**config.mk**
```make
export PLATFORM = sky130hd
export DESIGN_NAME = mmio_bus_ctrl
export DESIGN_NICKNAME = d
export VERILOG_FILES = /design/src/rtl/mmio_pkg.sv /design/src/rtl/mmio_addr_decode.sv /design/src/rtl/mmio_bus_ctrl.sv
export SDC_FILE = /design/constraint.sdc
export NUM_CORES = 1
export LEC_CHECK = 0
export ABC_AREA = 1
export CORE_MARGIN = 4
export CORE_UTILIZATION = 35
export CTS_BUF_LIST = sky130_fd_sc_hd__clkbuf_4 sky130_fd_sc_hd__clkbuf_8
export CTS_CLUSTER_SIZE = 20
export DETAILED_ROUTE_END_ITERATION = 7
export DONT_BUFFER_PORTS = 1
export PLACE_DENSITY = 0.55
export SYNTH_ARGS = -nofsm -noshare
export SYNTH_HDL_FRONTEND = slang
export SYNTH_SLANG_ARGS = --single-unit
```
**constraint.sdc**
```tcl
create_clock -name clk -period 2.32 [get_ports clk]
set_input_delay 0.232 -clock clk [delete_from_list [all_inputs] [get_ports clk]]
set_output_delay 0.232 -clock clk [all_outputs]
set_load 0.02 [all_outputs]
```
**src/rtl/mmio_pkg.sv**
```systemverilog
// Shared types and default constants for the MMIO bus controller.
// The gpio_in synchroniser is enabled by defining MMIO_GPIO_IN_SYNC_EN.
package mmio_pkg;

  typedef enum logic [2:0] {
    IDLE     = 3'd0,
    RAM_ACC  = 3'd1,
    RAM_WAIT = 3'd2,
    GPIO_ACC = 3'd3,
    ERR      = 3'd4,
    DONE     = 3'd5
  } mmio_state_e;

  typedef enum logic [1:0] {
    REGION_NONE = 2'd0,
    REGION_RAM  = 2'd1,
    REGION_GPIO = 2'd2
  } mmio_region_e;

  localparam logic [31:0] RAM_BASE_DEFAULT  = 32'h1001_0000;
  localparam logic [31:0] GPIO_BASE_DEFAULT = 32'h1001_0400;

  // Index width that stays legal when only one item exists.
  function automatic int idx_width(input int n);
    return (n > 1) ? $clog2(n) : 1;
  endfunction

endpackage

```
**src/rtl/mmio_addr_decode.sv**
```systemverilog
// Combinational address decode: region select, misalignment flag,
// RAM word index and GPIO channel index for a byte address.
module mmio_addr_decode
  import mmio_pkg::*;
#(
  parameter int                    ADDR_WIDTH     = 32,
  parameter int                    RAM_DEPTH_LOG2 = 8,
  parameter int                    NUM_GPIO       = 4,
  parameter int                    CH_W           = 2,
  parameter logic [ADDR_WIDTH-1:0] RAM_BASE       = ADDR_WIDTH'(RAM_BASE_DEFAULT),
  parameter logic [ADDR_WIDTH-1:0] GPIO_BASE      = ADDR_WIDTH'(GPIO_BASE_DEFAULT)
) (
  input  logic [ADDR_WIDTH-1:0]     addr,
  output mmio_region_e              region,
  output logic                      misaligned,
  output logic [RAM_DEPTH_LOG2-1:0] ram_idx,
  output logic [CH_W-1:0]           gpio_ch
);

  localparam logic [ADDR_WIDTH:0] RAM_SPAN  = (ADDR_WIDTH+1)'(4) << RAM_DEPTH_LOG2;
  localparam logic [ADDR_WIDTH:0] GPIO_SPAN = (ADDR_WIDTH+1)'(4 * NUM_GPIO);

  // One extra bit so an address below a base wraps to a huge offset
  // and fails the span compare instead of aliasing into the region.
  logic [ADDR_WIDTH:0] ram_off;
  logic [ADDR_WIDTH:0] gpio_off;

  assign ram_off  = {1'b0, addr} - {1'b0, RAM_BASE};
  assign gpio_off = {1'b0, addr} - {1'b0, GPIO_BASE};

  always_comb begin
    region = REGION_NONE;
    if (ram_off < RAM_SPAN) begin
      region = REGION_RAM;
    end else if (gpio_off < GPIO_SPAN) begin
      region = REGION_GPIO;
    end
  end

  assign misaligned = (addr[1:0] != 2'b00);
  assign ram_idx    = ram_off[RAM_DEPTH_LOG2+1:2];
  assign gpio_ch    = gpio_off[CH_W+1:2];

endmodule

```
**src/rtl/mmio_bus_ctrl.sv**
```systemverilog
// Single-outstanding MMIO controller routing word accesses to a sync RAM or
// GPIO channels. Define MMIO_GPIO_IN_SYNC_EN to add a 2-flop gpio_in synchroniser.
module mmio_bus_ctrl
  import mmio_pkg::*;
#(
  parameter int                    DATA_WIDTH     = 32,
  parameter int                    ADDR_WIDTH     = 32,
  parameter int                    RAM_DEPTH_LOG2 = 8,
  parameter int                    NUM_GPIO       = 4,
  parameter int                    GPIO_WIDTH     = 8,
  parameter logic [ADDR_WIDTH-1:0] RAM_BASE       = ADDR_WIDTH'(RAM_BASE_DEFAULT),
  parameter logic [ADDR_WIDTH-1:0] GPIO_BASE      = ADDR_WIDTH'(GPIO_BASE_DEFAULT)
) (
  input  logic                           clk,
  input  logic                           reset,
  // Handshake: req is sampled only in IDLE; the access is accepted on that
  // edge, and completes with a single-cycle ready pulse (err qualifies it).
  input  logic                           req,
  input  logic                           we,
  input  logic [ADDR_WIDTH-1:0]          addr,
  input  logic [DATA_WIDTH-1:0]          wdata,
  output logic                           ready,
  output logic                           err,
  output logic [DATA_WIDTH-1:0]          rdata,
  output logic                           ram_en,
  output logic                           ram_we,
  output logic [RAM_DEPTH_LOG2-1:0]      ram_addr,
  output logic [DATA_WIDTH-1:0]          ram_wdata,
  input  logic [DATA_WIDTH-1:0]          ram_rdata,
  output logic [NUM_GPIO*GPIO_WIDTH-1:0] gpio_out,
  input  logic [NUM_GPIO*GPIO_WIDTH-1:0] gpio_in,
  output mmio_state_e                    dbg_state
);

  localparam int CH_W = idx_width(NUM_GPIO);
  localparam int GW   = NUM_GPIO * GPIO_WIDTH;

  mmio_state_e               state_q;
  mmio_state_e               state_d;
  mmio_region_e              dec_region;
  logic                      dec_misaligned;
  logic [RAM_DEPTH_LOG2-1:0] dec_ram_idx;
  logic [CH_W-1:0]           dec_gpio_ch;

  logic                      we_q;
  logic [DATA_WIDTH-1:0]     wdata_q;
  logic [RAM_DEPTH_LOG2-1:0] ram_idx_q;
  logic [CH_W-1:0]           gpio_ch_q;
  logic                      err_q;
  logic [DATA_WIDTH-1:0]     rdata_q;
  logic [GW-1:0]             gpio_out_q;
  logic [GW-1:0]             gpio_src;
  logic [GPIO_WIDTH-1:0]     gpio_rd;
  logic                      accept;

  mmio_addr_decode #(
    .ADDR_WIDTH     (ADDR_WIDTH),
    .RAM_DEPTH_LOG2 (RAM_DEPTH_LOG2),
    .NUM_GPIO       (NUM_GPIO),
    .CH_W           (CH_W),
    .RAM_BASE       (RAM_BASE),
    .GPIO_BASE      (GPIO_BASE)
  ) u_decode (
    .addr       (addr),
    .region     (dec_region),
    .misaligned (dec_misaligned),
    .ram_idx    (dec_ram_idx),
    .gpio_ch    (dec_gpio_ch)
  );

`ifdef MMIO_GPIO_IN_SYNC_EN
  logic [GW-1:0] gpio_sync1_q;
  logic [GW-1:0] gpio_sync2_q;

  always_ff @(posedge clk or negedge reset) begin
    if (!reset) begin
      gpio_sync1_q <= '0;
      gpio_sync2_q <= '0;
    end else begin
      gpio_sync1_q <= gpio_in;
      gpio_sync2_q <= gpio_sync1_q;
    end
  end

  assign gpio_src = gpio_sync2_q;
`else
  assign gpio_src = gpio_in;
`endif

  assign accept  = (state_q == IDLE) && req;
  assign gpio_rd = gpio_src[int'(gpio_ch_q)*GPIO_WIDTH +: GPIO_WIDTH];

  // State register
  always_ff @(posedge clk or negedge reset) begin
    if (!reset) begin
      state_q <= IDLE;
    end else begin
      state_q <= state_d;
    end
  end

  // Next-state logic; misalignment takes priority over region decode
  always_comb begin
    state_d = state_q;
    case (state_q)
      IDLE: begin
        if (req) begin
          if (dec_misaligned) begin
            state_d = ERR;
          end else begin
            case (dec_region)
              REGION_RAM:  state_d = RAM_ACC;
              REGION_GPIO: state_d = GPIO_ACC;
              default:     state_d = ERR;
            endcase
          end
        end
      end
      RAM_ACC:  state_d = RAM_WAIT;
      RAM_WAIT: state_d = DONE;
      GPIO_ACC: state_d = DONE;
      ERR:      state_d = DONE;
      DONE:     state_d = IDLE;
      default:  state_d = IDLE;
    endcase
  end

  // Outputs decoded from state
  always_comb begin
    ready     = 1'b0;
    err       = 1'b0;
    ram_en    = 1'b0;
    ram_we    = 1'b0;
    ram_addr  = ram_idx_q;
    ram_wdata = wdata_q;
    case (state_q)
      RAM_ACC: begin
        ram_en = 1'b1;
        ram_we = we_q;
      end
      DONE: begin
        ready = 1'b1;
        err   = err_q;
      end
      default: ;
    endcase
  end

  // Request capture and data path; the live bus is only looked at on accept
  always_ff @(posedge clk or negedge reset) begin
    if (!reset) begin
      we_q       <= 1'b0;
      wdata_q    <= '0;
      ram_idx_q  <= '0;
      gpio_ch_q  <= '0;
      err_q      <= 1'b0;
      rdata_q    <= '0;
      gpio_out_q <= '0;
    end else begin
      if (accept) begin
        we_q      <= we;
        wdata_q   <= wdata;
        ram_idx_q <= dec_ram_idx;
        gpio_ch_q <= dec_gpio_ch;
        err_q     <= dec_misaligned || (dec_region == REGION_NONE);
      end
      case (state_q)
        RAM_WAIT: begin
          if (!we_q) begin
            rdata_q <= ram_rdata;
          end
        end
        GPIO_ACC: begin
          if (we_q) begin
            gpio_out_q[int'(gpio_ch_q)*GPIO_WIDTH +: GPIO_WIDTH] <= wdata_q[GPIO_WIDTH-1:0];
          end else begin
            rdata_q <= DATA_WIDTH'(gpio_rd);
          end
        end
        ERR: rdata_q <= '0;
        default: ;
      endcase
    end
  end

  assign rdata     = rdata_q;
  assign gpio_out  = gpio_out_q;
  assign dbg_state = state_q;

endmodule

```
* After elaboration in Yosys (flattened, before gate mapping)
Cells that the tools add are included.
W data, S select, Z words.
** Storage, ports and cells
- Memories kept :: 0
- Bits in read-only memories :: 0
- Memory bits (writable) :: 0
- Bits in latches :: 0
- Bits in registers :: 111
- Input bits :: 132
- Word-level logic and storage cells :: 49
** Cells by class
- Shifts and indexed selects :: 3
- Order comparisons :: 2
- Reductions and logical operators :: 9
- Multipliers :: 0
- Divide/modulo/power cells :: 0
- $add $sub $neg :: 3
- Bitwise logic cells :: 0
- Equality and inequality tests :: 10
- Muxes and demuxes :: 14
** Operators by type and width (number)
- $pmux W32 S3 :: 1
- $sub A32 B29 Y33 const B :: 2
- $mux W32 :: 2
- $lt A33 B11 Y1 const B :: 1
- $lt A33 B5 Y1 const B :: 1
- $neg A5 Y33 :: 1
- $shift A8 B33 Y32 const A :: 1
- $shiftx A8 B33 Y32 :: 1
- $bwmux W32 :: 1
- $shiftx A32 B6 Y8 :: 1
- $pmux W3 S3 :: 1
- $eq A3 B2 Y1 const B :: 2
- $eq A3 B3 Y1 const B :: 2
- $mux W3 :: 2
- $ne A2 B2 Y1 const B :: 3
- $pmux W3 S2 :: 1
- $mux W1 :: 4
- $mux W2 :: 2
- $eq A3 B1 Y1 const B :: 1
- $logic_not A3 Y1 :: 1
- $reduce_and A3 Y1 :: 1
- $reduce_bool A3 Y1 :: 1
- $reduce_or A3 Y1 :: 1
- $eq A2 B1 Y1 const B :: 1
- 6 further kinds :: 6

* Logic depth before layout (Yosys ltp)
- Depth after elaboration :: 9
- Depth in mapped cells :: 17

* Modules after synthesis
From an unflattened synthesis, not the netlist that was laid out.
** Unflattened totals
- Cells, all modules :: 885
- Area total of the unflattened synthesis :: 6288.5 um^2
** By module, submodules not included
- mmio_bus_ctrl :: area each 5196.2 um^2, times used 1, seq. area each 2777.7 um^2, cells each 650
- mmio_addr_decode :: area each 1092.3 um^2, times used 1, seq. area each 0.0 um^2, cells each 235

* Worst setup path before layout
Ideal clock, no wire load.
- Path type :: register to register
- Start point :: register, netlist name ram_addr[0]
- End point :: register gpio_out_q[16], in the netlist gpio_out[16]
- Arrival time :: 2.456 ns
- Data required time :: 2.254 ns
- Stages on the path, launching flop included :: 10
- Slack :: -0.202 ns
- Library setup time :: 0.066 ns
- Period minus slack after synthesis :: 2.522 ns
- Cell sequence :: dfrtp_1 > clkbuf_1 > clkinv_1 > buf_1 > ha_1 > clkbuf_1 > clkinv_1 > nor2_1 > nand3_1 > nand2_1
** RTL lines
- end signal, assigned by index :: line mmio_bus_ctrl.sv:175 : gpio_out_q[int'(gpio_ch_q)*GPIO_WIDTH +: GPIO_WIDTH] <= wdata_q[GPIO_WIDTH-1:0];
- end, declared :: line mmio_bus_ctrl.sv:51 : logic [GW-1:0] gpio_out_q;

* Final worst setup path
- Start point :: register state_q[1], in the netlist dbg_state[1]
- End point :: register gpio_out_q[0], in the netlist gpio_out[0]
** Between the ends
- Word-level cells in the longest chain between the ends :: 2
** RTL lines
- start, declared :: line mmio_bus_ctrl.sv:38 : mmio_state_e state_q;
- start signal, assigned :: line mmio_bus_ctrl.sv:98 : state_q <= state_d;
- $eq A3 B2 Y1 :: line mmio_bus_ctrl.sv:167 : case (state_q)
- $reduce_and A2 Y1 (no line)
No other way between the ends.
A chain may end at the register's enable or synchronous reset.

==> results_dict.tcl <==
set metrics [dict create \
    outcome "finished with violations" \
    violations "negative hold slack" \
    vdd_drop_max_mv 0.473 \
    syn_to_final_growth_pct 19.4 \
    dpl.cell_count 924 \
    synth_area_um2 5780 \
    ys_seq_area_share_pct 47.2 \
    dieWidth_um 136 \
    wl_per_cell_um 17.6 \
    antenna_found_initial 0 \
    reg2reg_from "dbg_state[1]" \
    rows 46 \
    rsz0062_at_grt "no" \
    crit_path_end_kind "flop" \
    finalInstanceArea_um2 6900 \
    crit_arrival_ns 2.25 \
    drv_cap 0 \
    start_util_pct 36.0 \
    grt_pass1_wl_um 26800 \
    rr_endpoint "gpio_out[0]" \
    syn-mean-instance-area_um2 8.01 \
    pre_cts_ws_ns 0.449 \
    worst_hold_slack_ns -0.479 \
    ys_warn_count 0 \
    synth_top_area_cell "dfrtp_1" \
    clockBufferDepth 2 \
    antenna-diode-count 0 \
    crit_fanout 28 \
    place_area_um2 6060 \
    drive_gt1_share_pct 11.3 \
    io_buffers 0 \
    vias 5160 \
    cts_tree "done" \
    ys_types 36 \
    synth.net_count 861 \
    clkTransAtPathRegs_ns 0.12 \
    setup_violations 0 \
    worstSkewPairLatency_ns 0.39 \
    clkPwrFrac_pct 13.1 \
    hpwl_um 13600 \
    fin_crit_ns 1.96 \
    startpoint "dbg_state[1]" \
    reg2regPathDepth 6 \
    nets 924 \
    power.switching_mw 4.15 \
    grt_pass1_vias 5155 \
    max_freq_ghz 0.509 \
    viasPerCell 5.14 \
    core_area_um2 16100 \
    combPwrFrac_pct 34.8 \
    ctsHoldBuffers 65 \
    post-cts-setup-buffers 0 \
    grt_max_degree 110 \
    skew_ns 0.0116 \
    cp-start-kind "flop" \
    hp-class "input port to async pin" \
    htree_levels 3 \
    globalRouteOverflowTotal 0 \
    gp_congestion 0.955 \
    fin_ws_ns 0.356 \
    power_density_nw_per_um2 1210 \
    die_h_um 136 \
    pwr-share-seq_pct 52.1 \
    hold_viol 109 \
    drt_first_pass_iters 4 \
    timing.slew.headroom_pct 36.2 \
    post_cts_resized 0 \
    routed_wl_um 17700 \
    cts.sinks 109 \
    finalPower_mw 8.37 \
    cts_made_buffers 9 \
    drt_iter0_drc 312 \
    finalSetupTns_ns 0 \
    yosysTopAreaCellShare_pct 47.2 \
    grtUsageTotal_pct 18.3 \
    cp.required_ns 2.61 \
    regToRegSetupSlack_ns 0.36 \
    crit_end "gpio_out[0]" \
    drc_errors 0 \
    switching_share_pct 49.6 \
    slew_viol_final 0 \
    p_leak_nw 3.23 \
    p_int_mw 4.22 \
    fin_util_pct 42.9 \
    period_share_pct 84.7 \
    root_buffer "clkbuf_8" \
    final_cell_count_no_fill 1004 \
    io_pins 243 \
    synthesis.instances 721 \
    ant_nets 0 \
    path_class "flop to flop" \
    ys_ff_latch 109 \
    worst_slew_pin_slew_ns 0.955 \
    dieArea_um2 18600 \
    synth_area_leaders "dfrtp_1, nand2_1, nor2_1, o21ai_0, mux2_2" \
    nFillCells 1595 \
]
## how the worst min path moves through the flow
stage	endpoint	slack, ns	from
floorplan	dbg_state[0]	-0.06	reset
global placement	rdata[15]	-0.06	reset
detailed placement	rdata[15]	-0.06	reset
CTS	rdata[15]	-0.50	reset
global route	rdata[12]	-0.51	reset
finish	rdata[16]	-0.48	reset
## synth_stat cells (all sizes together)
library cell    n
a21oi          27
a31oi           8
and2            1
buf            13
clkbuf         14
clkinv          3
dfrtp         109
ha              8
inv            80
mux2           28
nand2         142
nand3          64
nand3b          3
nand4          18
nor2          107
nor3            7
o21ai          71
o21bai          1
o22ai           8
or2             1
xnor2           1
xor2            7
## cell type report
class	count	area (um2)	area share, %
Sequential cell	109	2730	39.6
Multi-Input combinational cell	502	2630	38.2
Timing Repair Buffer	79	768	11.1
Inverter	83	313	4.54
Tap cell	216	270	3.92
Clock buffer	9	124	1.80
Clock inverter	6	61.3	0.889
## routing by layer
layer	vias up	routed length, um	GRT usage, %
met2	212	9130	32.6
met1	2441	6660	20.7
met3	31	1510	5.55
met4	0	410	6.27
li1	2476	-	-
met5	-	0	0
## power groups by stage
stage	combinational [mW]	sequential (mW)	clock, mW
3_3_place_gp	2.70	4.39	0
2_1_floorplan	2.07	4.21	0
3_5_place_dp	2.80	4.42	0
6_report	2.91	4.36	1.10
4_1_cts	2.90	4.38	1.14
5_1_grt	3.27	4.45	1.21
## cell usage in the layout (no fill, tap or decap), types with 2 or more instances in the layout
cell           count
nand2_2            4
nand3b_2           2
o22ai_1            8
dlygate4sd3_1     65
mux2_2            28
inv_1             77
dfrtp_1          109
nand3_1           62
ha_1               8
buf_4             13
a31oi_1            8
o21ai_1            2
nor2_2            12
nor2_1            94
nor3_1             5
xor2_1             7
nand3_2            2
nand4_1           18
clkbuf_8           9
inv_2              3
nand2_1          138
a21oi_1           25
clkinv_4           3
clkinv_1           2
o21ai_0           67
## logic make-up (layout without fill, tap and decap cells)
logic type,after synthesis,count (layout),synth area share (%)
adder cells (fa/ha/maj),8,8,1.73
multiplexers,28,28,5.46
buffers and inverters,110,177,7.45
AO/OA/AOI/OAI,115,115,10.7
XOR/XNOR,8,8,1.21
AND/OR/NAND/NOR,343,343,26.2
flip-flops,109,109,47.2
## sequential cells by signal, indices dropped and copies added (netlist names)
register   cells
rdata         32
we_q           1
ram_wdata     32
ram_addr       8
err_q          1
dbg_state      3
gpio_out      32
## critical path: stages, from the launching register on
cell	delay, ns
dfrtp_1	0.38
inv_1	0.07
nor3_2	0.25
nand2_2	0.33
nor2_2	0.55
nor2_1	0.11
a21oi_1	0.17
(Power assumes the default switching activity.)
